**src/rtl/sipo_ctrl_pkg.sv**
```systemverilog
// Shared types and constants for the serial-in/parallel-out frame controller.
package sipo_ctrl_pkg;

  typedef enum logic [1:0] {
    IDLE  = 2'd0,
    SHIFT = 2'd1,
    HOLD  = 2'd2
  } sipo_state_t;

  localparam int SIPO_WIDTH_DEF = 4;

endpackage

```
**src/rtl/sipo_shift_reg.sv**
```systemverilog
// MSB-insert right-shift register; a clear coincident with a shift starts a fresh word.
module sipo_shift_reg #(
  parameter int WIDTH = 4
) (
  input  logic             clk,
  input  logic             rst,
  input  logic             clr,
  input  logic             shift_en,
  input  logic             din,
  output logic [WIDTH-1:0] q
);

  always_ff @(posedge clk) begin
    if (rst) begin
      q <= '0;
    end else if (clr && shift_en) begin
      q <= {din, {(WIDTH-1){1'b0}}};
    end else if (clr) begin
      q <= '0;
    end else if (shift_en) begin
      q <= {din, q[WIDTH-1:1]};
    end
  end

endmodule

```
**src/rtl/sipo_frame_ctrl.sv**
```systemverilog
// Frames serial bit strobes into WIDTH-bit words presented on a valid/ready output.
module sipo_frame_ctrl
  import sipo_ctrl_pkg::*;
#(
  parameter int WIDTH = SIPO_WIDTH_DEF
) (
  input  logic             clk,
  input  logic             rst,
  input  logic             start,
  input  logic             sin_valid,
  input  logic             sin,
  output logic [WIDTH-1:0] out_data,
  output logic             out_valid,
  input  logic             out_ready,
  output logic             busy,
  output logic             frame_abort,
  output logic             overrun
);

  localparam int CW = (WIDTH > 1) ? $clog2(WIDTH) : 1;
  localparam logic [CW-1:0] LAST = CW'(WIDTH - 1);

  sipo_state_t      state, state_next;
  logic [CW-1:0]    cnt, cnt_next;
  logic [WIDTH-1:0] q;
  logic [WIDTH-1:0] shifted;
  logic             last;
  logic             frame_begin, clr, shift_en;
  logic             capture, release_word, abort_set, drop;

  sipo_shift_reg #(.WIDTH(WIDTH)) u_shift (
    .clk      (clk),
    .rst      (rst),
    .clr      (clr),
    .shift_en (shift_en),
    .din      (sin),
    .q        (q)
  );

  assign shifted = {sin, q[WIDTH-1:1]};
  assign last    = (cnt == LAST);

  always_ff @(posedge clk) begin
    if (rst) state <= IDLE;
    else     state <= state_next;
  end

  always_comb begin
    state_next = state;
    case (state)
      IDLE:    if (start) state_next = SHIFT;
      SHIFT:   if (start) state_next = SHIFT;
               else if (sin_valid && last) state_next = HOLD;
      HOLD:    if (out_ready) state_next = start ? SHIFT : IDLE;
      default: state_next = IDLE;
    endcase
  end

  // A start accepted in HOLD only on the handshake cycle gives gapless back-to-back frames.
  always_comb begin
    frame_begin  = start && ((state == IDLE) || (state == SHIFT) ||
                             ((state == HOLD) && out_ready));
    clr          = frame_begin;
    shift_en     = sin_valid && (frame_begin || (state == SHIFT));
    capture      = (state == SHIFT) && !start && sin_valid && last;
    release_word = (state == HOLD) && out_ready;
    abort_set    = (state == SHIFT) && start;
    drop         = (state == HOLD) && !out_ready && (start || sin_valid);
    cnt_next     = cnt;
    if (frame_begin)   cnt_next = sin_valid ? CW'(1) : '0;
    else if (shift_en) cnt_next = last ? '0 : cnt + CW'(1);
  end

  always_ff @(posedge clk) begin
    if (rst) begin
      cnt         <= '0;
      out_data    <= '0;
      out_valid   <= 1'b0;
      busy        <= 1'b0;
      frame_abort <= 1'b0;
      overrun     <= 1'b0;
    end else begin
      cnt         <= cnt_next;
      busy        <= (state_next == SHIFT);
      frame_abort <= abort_set;
      if (drop) overrun <= 1'b1;
      if (capture) begin
        out_data  <= shifted;
        out_valid <= 1'b1;
      end else if (release_word) begin
        out_valid <= 1'b0;
      end
    end
  end

endmodule

```
**config.mk**
```make
export PLATFORM = sky130hd
export DESIGN_NAME = sipo_frame_ctrl
export DESIGN_NICKNAME = d
export VERILOG_FILES = /design/src/rtl/sipo_ctrl_pkg.sv /design/src/rtl/sipo_shift_reg.sv /design/src/rtl/sipo_frame_ctrl.sv
export SDC_FILE = /design/constraint.sdc
export NUM_CORES = 1
export LEC_CHECK = 0
export CORE_AREA = 2 2 39 41
export CTS_CLUSTER_SIZE = 24
export DETAILED_ROUTE_END_ITERATION = 12
export DIE_AREA = 0 0 41 43
export DONT_BUFFER_PORTS = 1
export HOLD_SLACK_MARGIN = 0.06
export PLACE_DENSITY = 0.74
export SLEW_MARGIN = 15
export SYNTH_ARGS = -nofsm -noshare
export SYNTH_HDL_FRONTEND = slang
export SYNTH_HIERARCHICAL = 1
export SYNTH_SLANG_ARGS = --single-unit
```
**constraint.sdc**
```tcl
create_clock -name clk -period 1.65 [get_ports clk]
set_clock_uncertainty 0.05 [all_clocks]
set_input_delay 0.4125 -clock clk [delete_from_list [all_inputs] [get_ports clk]]
set_output_delay 0.4125 -clock clk [all_outputs]
set_load 0.01 [all_outputs]
```
Word-level counts from Yosys, hierarchy flattened
Cells that the tools add are included.
Cells by class
  add/sub/neg operators: 1
  equal/unequal tests: 4
  multiplexer cells: 15
  reductions and logical operators: 22
Operators by type and width (count)
  $mux 2: 7
  $mux 4: 3
  $logic_and 1x1->1: 11
  $pmux 2 s3: 1
  $eq 2x1->1 const B: 2
  $eq 2x2->1 const B: 2
  $logic_or 1x1->1: 4
  $mux 1: 4
  $reduce_bool 2->1: 2
  $reduce_bool 3->1: 1
  $reduce_or 3->1: 1
  $add 2x1->2 const B: 1
  $logic_not 1->1: 2
  $logic_not 2->1: 1
Word-level totals
  bits in registers: 16
  output and inout bits: 8
  word-level logic and storage cells: 51

Longest topological paths before layout
Gate-level depths: netlist of run 1.
  word-level depth: 9
  depth in mapped cells: 6

Modules after synthesis
The synthesis of run 1 kept the hierarchy.
By module, submodules not included
  sipo_frame_ctrl: instances 1, cells each 53, area an instance 503.0 sq um
  sipo_shift_reg: instances 1, cells each 14, area an instance 147.6 sq um

Worst setup path before layout of run 1
Ideal clock, no wire load.
  kind: input to register
  start point: input start
  end point: register u_shift.q[3]
  setup time: 0.070 ns
  data arrival time: 1.410 ns
  data required time: 1.530 ns
  setup slack: 0.121 ns
  stages on the path: 6
  buffers on the path: 2
  cells stage by stage: buf_2 o21ai_1 a21oi_2 clkbuf_2 or3b_1 a21oi_1
On the way
  word-level cells in the longest chain between the ends: 5
  elaborated cells on any way between the ends: 7
  classes of those cells: mux (2); reduce/logical (5)
RTL lines
  start: declaration: RTL line sipo_frame_ctrl.sv:9  | input logic start,
  $logic_and 1x1->1 *: RTL line sipo_frame_ctrl.sv:61  | frame_begin = start && ((state == IDLE) || (state == SHIFT) ||
  $logic_or 1x1->1 *: RTL line sipo_frame_ctrl.sv:64  | shift_en = sin_valid && (frame_begin || (state == SHIFT));
  $logic_and 1x1->1 *: RTL line sipo_frame_ctrl.sv:64
  via shift_en: RTL line sipo_frame_ctrl.sv:28  | logic frame_begin, clr, shift_en;
  $logic_and 1x1->1: RTL line sipo_shift_reg.sv:16  | end else if (clr && shift_en) begin
  $reduce_bool 3->1 (no line) / $mux 4 (equally long branches)
  end signal: assignment: RTL line sipo_shift_reg.sv:17  | q <= {din, {(WIDTH-1){1'b0}}};
  end signal: assignment: RTL line sipo_shift_reg.sv:21  | q <= {din, q[WIDTH-1:1]};
  end: declaration: RTL line sipo_shift_reg.sv:10  | output logic [WIDTH-1:0] q
The timed path passes the listed nets; every way through them passes the cells marked *.
A chain may end at the register's enable or synchronous reset.

Final worst setup path of run 1
  start point: register state[0]
  end point: register u_shift.q[3]
On the way
  word-level cells in the longest chain between the ends: 8
  elaborated cells on any way between the ends: 13
  classes of those cells: eq/ne (2); mux (2); reduce/logical (9)
RTL lines
  start: declaration: RTL line sipo_frame_ctrl.sv:23  | sipo_state_t state, state_next;
  start signal: assignment: RTL line sipo_frame_ctrl.sv:45  | else state <= state_next;
  $eq 2x1->1 (tied with other cells): RTL line sipo_frame_ctrl.sv:61, sipo_frame_ctrl.sv:64
  $logic_or 1x1->1 / $logic_and 1x1->1 (equally long branches): RTL line sipo_frame_ctrl.sv:61, sipo_frame_ctrl.sv:62
  $logic_or 1x1->1: RTL line sipo_frame_ctrl.sv:61
  $logic_and 1x1->1: RTL line sipo_frame_ctrl.sv:61
  $logic_or 1x1->1 *: RTL line sipo_frame_ctrl.sv:64
  $logic_and 1x1->1 *: RTL line sipo_frame_ctrl.sv:64
  via shift_en: RTL line sipo_frame_ctrl.sv:28
  $logic_and 1x1->1: RTL line sipo_shift_reg.sv:16
  $reduce_bool 3->1 (no line) / $mux 4 (equally long branches)
Marks and branches as above.

==> results.md, run 1 <==
- Mapped Cells: 64
- Final HPWL DP: 758 um
- FMAX: 0.674 GHz
- Worst hold path endpoint: out_data[2]
- Total gr overflow: 0
- Post-CTS sizing: 0
- Site Rows: 14
- Final Hold Viols: 0
- TritonRoute pass-1 iters: 2
- Vias in the first global route: 415
- Core area: 1380 sq um
- Max_cap viols: 0
- Slew headroom: 76.7%
- Inserted Clock Buffers: 3
- H-tree depth: 1
- Area of the multi-input gates: 298 sq um
- Sink Count: 15
- Worst Path Arrival: 1.64 ns
- Initial antenna violation count: 0
- Critical Path RT: 1.81 ns
- Die width: 41 um
- Clock Path Buffers: 2
- Top delay family on crit path: simple AND/OR/NAND/NOR gates
- Worst-margin pin slew: 0.348 ns
- Pleak: 0.225 nW
- R2R cell count: 4
- Setup crit start kind: register
- Setup ws final: 0.166 ns
- Worst path slowest cell: dfxtp_1
- CTS Root Cell: clkbuf_4
- Setup TNS: 0 ns
- Starting Density: 44.5%
- CP peak stage delay: 0.48 ns
- Register Area: 300 sq um
- Clk pin slew, worst setup/hold paths: 0.08 ns
- Final setup viols: 0
- CTS hold repair buffers: 0
- Via/cell ratio: 5.37
- Tcrit/Tclk final: 89.9%
- Crit path buf inv count: 0
- Die ar.: 1760 sq um
- Pre-CTS WS: 0.196 ns
- Final GP Congestion: 0.700
- P&R area growth vs syn: 5.28%
- RSZ-0062 raised after global routing: no
- Peak supply drop: 0.000503 V
- Vias: 435
- IO buf count: 0
- Worst hold start: rst
- Number of nets with antenna violations after routing: 0
- Number of fillers in the final layout: 143
- Hold Path Stages: 1
- First-pass GRT wire length: 1.78 mm
- DRC: 0
- Antenna diodes: 0
- Avg WL per Cell: 12.5 um
- Tmin final: 1.48 ns
- Die Ht: 43 um
- IO Count: 14
- Critical R2R Launch: state[0]
- Tot GR Track Use: 14.9%
- Mapped Area: 616 sq um
- Setup Buffers After CTS: 0
- Crit-path cells: nand2b_1 > a21oi_2 > or3b_1 > a21oi_1
- Yosys warnings: 6
- Setup CP Type: register to register
- Power Dens Cells: 948 nW/um^2
- Final wirelength: 1.01 mm
- Nets: 73
- Syn nets: 71
- Clk_lat worst skew: 0.27 ns
- Layout cell share with drive strength beyond 1: 10.8%
- Drt initial violations: 3
- CTS tree: done
- Crit-path max FO: 7
- Worst min path class: input pin to register
- Crit Reg-Reg Endpoint: u_shift/q[3]
- Crit end category: register
- Pins over their slew limit: 0
- Largest net degree at the start of global routing: 16
- Flop2flop setup slack: 0.17 ns
- Outcome: completed
- Syn Area/Cell: 9.62 sq um
registers in the layout, indices dropped and copies added, names as in the netlist:
register and cells:
frame_abort 1, out_valid 1, busy 1, out_data 4, overrun 1, u_shift/q 3, state 2, cnt 2
stage by stage:
stage / instances / hold slack [ns] / cell area [sq um] / util, % / total power [mW]
after floorplan: 64 / 0.413 / 616 / - / 0.424
after global placement: 77 / 0.424 / 622 / 44.9 / 0.423
after detailed placement: 77 / 0.430 / 622 / 44.9 / 0.423
after CTS: 81 / 0.137 / 648 / 46.8 / 0.627
after global routing: 81 / 0.130 / 648 / 46.8 / 0.647
final: 81 / 0.148 / 648 / 46.8 / 0.614
cells in the final DEF, fill, tap and decap left out, drive strengths merged:
cell type and count:
clkbuf 4, nor2 9, o21a 1, nor3b 1
a21oi 8, nor2b 1, nand2b 2, nand2 4
o21ai 2, or3b 1, mux2i 7, a21boi 1
o211ai 2, inv 1, dfxtp 15, nor3 5
ha 1
worst max path at each step:
stage / start / endpoint / slack [ns] / cells past startpoint
2_1_floorplan: start / u_shift/q[3] / 0.14 / 6
3_3_place_gp: state[0] / u_shift/q[3] / 0.19 / 4
3_5_place_dp: state[0] / u_shift/q[3] / 0.20 / 4
4_1_cts: state[0] / u_shift/q[3] / 0.17 / 4
5_1_grt: state[0] / u_shift/q[3] / 0.04 / 4
6_report: state[0] / u_shift/q[3] / 0.17 / 4
routing by layer:
metal	GRT usage, %	vias to the layer above	share of wire [%]
li1	-	225	-
met1	20.1	197	46
met2	21.3	11	46
met3	3.66	2	7.3
met4	8.00	0	0.59
met5	0	-	0
worst reg2reg max path: cells and delay by family, from the launching register on:
family	cells	cell delay, ns
AND/OR/NAND/NOR	2	0.62
flip-flops	1	0.48
AO/OA/AOI/OAI	2	0.28
cell type report:
class	count	share of cell area (%)
Multi-Input combinational cell	45	45.9
Clock buffer	4	4.05
Inverter	1	0.579
Sequential cell	15	46.3
Tap cell	16	3.09
power breakdown:
group | internal (mW) | leakage (nW) | switching [mW]
Combinational | 0.0167 | 0.0883 | 0.0184
Clock | 0.0935 | 0.0150 | 0.107
Sequential | 0.370 | 0.122 | 0.00889
Note: power is estimated with default switching activity, not from simulation.
==> inputs of run 2 (changes only) <==
- SETUP_SLACK_MARGIN: unset -> 0.2
==> results.md, run 2 (synthesis gave the netlist of run 1 again) <==
- CTS tree: done (unchanged)
- CTS hold repair buffers: 0 (unchanged)
- IO buf count: 0 (unchanged)
- RSZ-0062 raised after global routing: yes (was no)
- Critical R2R Launch: cnt[1] (was state[0])
- Clk pin slew, worst setup/hold paths: 0.09 ns (was 0.08 ns)
- Crit path depth: 5 (was 4)
- Number of fillers in the final layout: 133 (was 143)
- Max_cap viols: 0 (unchanged)
- Drt initial violations: 10 (was 3)
- Core area: 1380 sq um (unchanged)
- Most common cell after layout, fill and taps aside: dfxtp_1 (unchanged)
- Outcome: completed (unchanged)
- Pre-CTS WS: 0.190 ns (was 0.196 ns)
- CTS Root Cell: clkbuf_4 (unchanged)
- Worst Path Arrival: 1.53 ns (was 1.64 ns)
- Worst path slowest cell: nor3_4 (was dfxtp_1)
- Clock Path Buffers: 2 (unchanged)
- Starting Density: 44.5% (unchanged)
- Top delay family on crit path: simple AND/OR/NAND/NOR gates (unchanged)
- Hold WS: 0.134 ns (was 0.148 ns)
- H-tree depth: 1 (unchanged)
- Avg WL per Cell: 13.0 um (was 12.5 um)
- Final wirelength: 1.09 mm (was 1.01 mm)
- P&R area growth vs syn: 11.4% (was 5.28%)
- Final Hold Viols: 0 (unchanged)
- Tmin final: 1.40 ns (was 1.48 ns)
- Power Dens Cells: 909 nW/um^2 (was 948 nW/um^2)
- Vias in the first global route: 407 (was 415)
- Die ar.: 1760 sq um (unchanged)
- Total gr overflow: 0 (unchanged)
- Max FFs per register: 4 (unchanged)
- Antenna diodes: 0 (unchanged)
- Crit Reg-Reg Endpoint: out_data[0] (was u_shift/q[3])
- Die Ht: 43 um (unchanged)
- Worst min path class: input pin to register (unchanged)
- Post-route cell area: 686 sq um (was 648 sq um)
- Setup ws final: 0.245 ns (was 0.166 ns)
- Inserted Clock Buffers: 3 (unchanged)
- Nets: 76 (was 73)
- Final GP Congestion: 0.691 (was 0.700)
- Clk_lat worst skew: 0.28 ns (was 0.27 ns)
- Slew headroom: 76.4% (was 76.7%)
- Pleak: 0.244 nW (was 0.225 nW)
- Peak supply drop: 0.000471 V (was 0.000503 V)
- R2R cell count: 5 (was 4)
- Pins over their slew limit: 0 (unchanged)
- Vias: 450 (was 435)
- Tot GR Track Use: 13.6% (was 14.9%)
- Site Rows: 14 (unchanged)
- Setup crit start kind: register (unchanged)
- Sink Count: 15 (unchanged)
- Crit end category: register (unchanged)
- DRC: 0 (unchanged)
- Top reg by flops: out_data (unchanged)
- Biggest regs: out_data (4), u_shift/q (3) (unchanged)
- FMAX: 0.712 GHz (was 0.674 GHz)
- Crit-path cells: ha_2 > nand2_2 > nor3_4 > mux2i_1 > nor2_1 (was nand2b_1 > a21oi_2 > or3b_1 > a21oi_1)
- Crit path launch: cnt[1] (was state[0])
- Final setup viols: 0 (unchanged)
- Pwr Total: 0.623 mW (was 0.614 mW)
- Most frequent cells in the layout: dfxtp_1, nor2_1, a21oi_1, mux2i_1, nor3_1 (was dfxtp_1, nor2_1, a21oi_1, mux2i_1)
- Critical path destination: out_data[0] (was u_shift/q[3])
- Number of nets with antenna violations after routing: 0 (unchanged)
- Tcrit/Tclk final: 85.1% (was 89.9%)
- Post-DP Area: 626 sq um (was 622 sq um)
- Crit-path max FO: 6 (was 7)
- Via/cell ratio: 5.36 (was 5.37)
- Crit path buf inv count: 0 (unchanged)
- Initial antenna violation count: 0 (unchanged)
- Layout cell share with drive strength beyond 1: 23.5% (was 10.8%)
- Setup TNS: 0 ns (unchanged)
- CP peak stage delay: 0.36 ns (was 0.48 ns)
- First-pass GRT wire length: 1.59 mm (was 1.78 mm)
- Largest net degree at the start of global routing: 16 (unchanged)
- Setup CP Type: register to register (unchanged)
- Worst-margin pin slew: 0.352 ns (was 0.348 ns)
- TritonRoute pass-1 iters: 4 (was 2)
- Die width: 41 um (unchanged)
- IO Count: 14 (unchanged)
- Critical Path RT: 1.78 ns (was 1.81 ns)
- Flop2flop setup slack: 0.25 ns (was 0.17 ns)
run 2: cell types whose count changed in the layout (fill, tap and decap cells not counted), sizes merged:
cell,before,now
buf,0,3
clkinv,0,1
clkbuf,4,3
run 2: worst min-delay path by stage:
stage | slack, ns | cells after the start | from | to
after floorplan | 0.41 | 2 | u_shift/q[1] | out_data[0]
after global placement | 0.42 | 2 | overrun | overrun
after detailed placement | 0.43 | 2 | overrun | overrun
after CTS | 0.12 | 1 | rst | state[0]
after global routing | 0.12 | 1 | rst | cnt[0]
final | 0.13 | 1 | rst | state[0]
run 2: power breakdown:
part	switching, mW	total (mW)	internal [mW]
combinational	0.0203	0.0398	0.0194
clock	0.114	0.204	0.0899
sequential	0.00912	0.379	0.370
run 2: layout make-up:
class                   instances  area, sq um  share of cell area (%)
flip-flops and latches         15          305                    44.5
clock buffers                   3         22.5                    3.28
repair buffers                  3         22.5                    3.28
well taps                      16         20.0                    2.92
multi-input cells              45          307                    44.7
clock inverters                 1         5.00                   0.730
inverters                       1         3.75                   0.547
run 2: per-stage QoR:
| stage | utilization (%) | cells |
|---|---|---|
| detailed placement | 45.2 | 77 |
| floorplan | - | 64 |
| CTS | 47.3 | 81 |
| finish | 49.5 | 84 |
| global placement | 45.2 | 77 |
| global route | 49.5 | 84 |
run 2: per-layer routing:
metal	wire [um]	vias up	track usage (%)
li1	-	234	-
met1	491	201	17.3
met5	0	-	0
met3	73	2	3.66
met4	12	0	10.0
met2	511	13	18.8
run 2: worst reg2reg max path, stage by stage, from the launching register on:
cell and delay (ns):
dfxtp_1 0.35, ha_2 0.20, nand2_2 0.08, nor3_4 0.36, mux2i_1 0.22, nor2_1 0.05
run 2: repair_timing:
action                                  in CTS  in global routing
resized for setup                            1                  4
endpoints found under the setup margin       1                  5
pin swaps                                    0                  1
setup buffers                                0                  3
gates cloned                                 0                  0
==> inputs of run 3 (changes only) <==
- RECOVER_POWER: unset -> 25
==> results.md, run 3 (synthesis gave the netlist of run 1 again) <==
- Nets: 76 (unchanged)
- Slew headroom: 76.5% (was 76.4%)
- Initial antenna violation count: 0 (unchanged)
- Worst Path Arrival: 1.57 ns (was 1.53 ns)
- Switching Share: 23.0% (about the same)
- Peak supply drop: 0.000471 V (about the same)
- R2R cell count: 5 (unchanged)
- Biggest regs: out_data (4), u_shift/q (3) (unchanged)
- Register Area: 305 sq um (unchanged)
- Tot GR Track Use: 13.6% (unchanged)
- Pwr Total: 0.621 mW (was 0.623 mW)
- Power Dens Cells: 923 nW/um^2 (was 909 nW/um^2)
- P&R area growth vs syn: 9.35% (was 11.4%)
- Outcome: completed (unchanged)
- Total gr overflow: 0 (unchanged)
- CTS Root Cell: clkbuf_4 (unchanged)
- Avg WL per Cell: 13.1 um (was 13.0 um)
- Starting Density: 44.5% (unchanged)
- Worst-margin pin slew: 0.352 ns (about the same)
- Die ar.: 1760 sq um (unchanged)
- Layout cell share with drive strength beyond 1: 19.1% (was 23.5%)
- Clk_lat worst skew: 0.28 ns (about the same)
- Flop2flop setup slack: 0.21 ns (was 0.25 ns)
- Via/cell ratio: 5.33 (was 5.36)
- Inserted Clock Buffers: 3 (unchanged)
- Vias in the first global route: 407 (unchanged)
- Top reg by flops: out_data (unchanged)
- Crit end category: register (unchanged)
- Final GP Congestion: 0.691 (unchanged)
- DRC: 0 (unchanged)
- Clock share of power: 32.9% (was 32.7%)
- Final wirelength: 1.10 mm (was 1.09 mm)
- Final Hold Viols: 0 (unchanged)
- Critical Path RT: 1.78 ns (about the same)
- Die width: 41 um (unchanged)
- Area of the multi-input gates: 294 sq um (was 307 sq um)
- Setup crit start kind: register (unchanged)
- Clock Path Buffers: 2 (unchanged)
- Drt initial violations: 5 (was 10)
- Setup TNS: 0 ns (unchanged)
- Largest net degree at the start of global routing: 16 (unchanged)
- IO buf count: 0 (unchanged)
- Max_cap viols: 0 (unchanged)
- Tcrit/Tclk final: 87.3% (was 85.1%)
- Net Sw Power: 0.143 mW (about the same)
- Clk pin slew, worst setup/hold paths: 0.09 ns (about the same)
- Most common cell after layout, fill and taps aside: dfxtp_1 (unchanged)
- Site Rows: 14 (unchanged)
- Crit-path max FO: 6 (unchanged)
- First-pass GRT wire length: 1.59 mm (unchanged)
- Most frequent cells in the layout: dfxtp_1, nor2_1, a21oi_1, mux2i_1 (was dfxtp_1, nor2_1, a21oi_1, mux2i_1, nor3_1)
- Non-filler instance count after layout: 84 (unchanged)
- CTS hold repair buffers: 0 (unchanged)
- CTS tree: done (unchanged)
- Hold Path Stages: 1 (unchanged)
- TritonRoute pass-1 iters: 4 (unchanged)
- IO Count: 14 (unchanged)
- Sequential share of power: 60.9% (about the same)
- Number of fillers in the final layout: 137 (was 133)
- FMAX: 0.694 GHz (was 0.712 GHz)
- Die Ht: 43 um (unchanged)
- Number of nets with antenna violations after routing: 0 (unchanged)
- Sink Count: 15 (unchanged)
- H-tree depth: 1 (unchanged)
- Pins over their slew limit: 0 (unchanged)
- RSZ-0062 raised after global routing: yes (unchanged)
- Pleak: 0.245 nW (was 0.244 nW)
- Worst min path class: input pin to register (unchanged)
- Antenna diodes: 0 (unchanged)
- Dpl cells: 77 (unchanged)
- Max FFs per register: 4 (unchanged)
- Vias: 448 (was 450)
- Cell-internal power: 0.478 mW (was 0.480 mW)
- Tmin final: 1.44 ns (was 1.40 ns)
- Comb pwr share: 6.2% (was 6.4%)
- Core area: 1380 sq um (unchanged)
- Setup CP Type: register to register (unchanged)
- Final setup viols: 0 (unchanged)
==> run 3: cell count changes in the layout (fill, tap and decap cells not counted) <==
cell      previous run  this run
ha_1                 0         1
ha_2                 1         0
nand2_1              3         4
nand2_2              1         0
nand2b_1             1         2
nand2b_4             1         0
==> run 3: critical path: stages (launching register included) <==
cell	delay [ns]
dfxtp_2	0.34
ha_1	0.18
nand2_1	0.12
nor3_4	0.37
mux2i_1	0.22
nor2_1	0.05
==> run 3: layout make-up <==
type	instances	share of cell area, %
Multi-Input combinational cell	45	43.7
Clock inverter	1	0.743
Sequential cell	15	45.4
Timing Repair Buffer	3	3.35
Tap cell	16	2.97
Inverter	1	0.558
Clock buffer	3	3.35
==> run 3: power by group through the flow <==
stage / combinational, mW / sequential (mW) / clock (mW)
2_1_floorplan: 0.0393 / 0.386 / 0
3_3_place_gp: 0.0357 / 0.388 / 0
3_5_place_dp: 0.0357 / 0.388 / 0
4_1_cts: 0.0359 / 0.380 / 0.213
5_1_grt: 0.0418 / 0.380 / 0.225
6_report: 0.0387 / 0.378 / 0.204
==> run 3: timing repair <==
item,CTS,global route
gates resized for setup,1,4
setup endpoints to repair,1,5
setup buffers,0,3
pin swaps,0,1
==> run 3: routing by layer <==
layer | part of all wire [%] | vias to the layer above | track usage [%]
li1 | - | 233 | -
met1 | 46 | 200 | 17.3
met2 | 46 | 13 | 18.8
met3 | 6.6 | 2 | 3.66
met4 | 1.1 | 0 | 10.0
met5 | 0 | - | 0
==> run 3: metrics by stage <==
step / util, % / worst slack (ns) / area [sq um] / hold WS, ns
2_1_floorplan: - / 0.203 / 622 / 0.413
3_3_place_gp: 45.2 / 0.202 / 626 / 0.423
3_5_place_dp: 45.2 / 0.190 / 626 / 0.434
4_1_cts: 47.3 / 0.215 / 654 / 0.123
5_1_grt: 48.6 / 0.107 / 673 / 0.119
6_report: 48.6 / 0.209 / 673 / 0.134
==> run 3: final timing paths <==
| check | start | to |
|---|---|---|
| min reg2reg | overrun | overrun |
| min | rst | state[0] |
| max reg2reg | cnt[0] | out_data[0] |
| max | cnt[0] | out_data[0] |
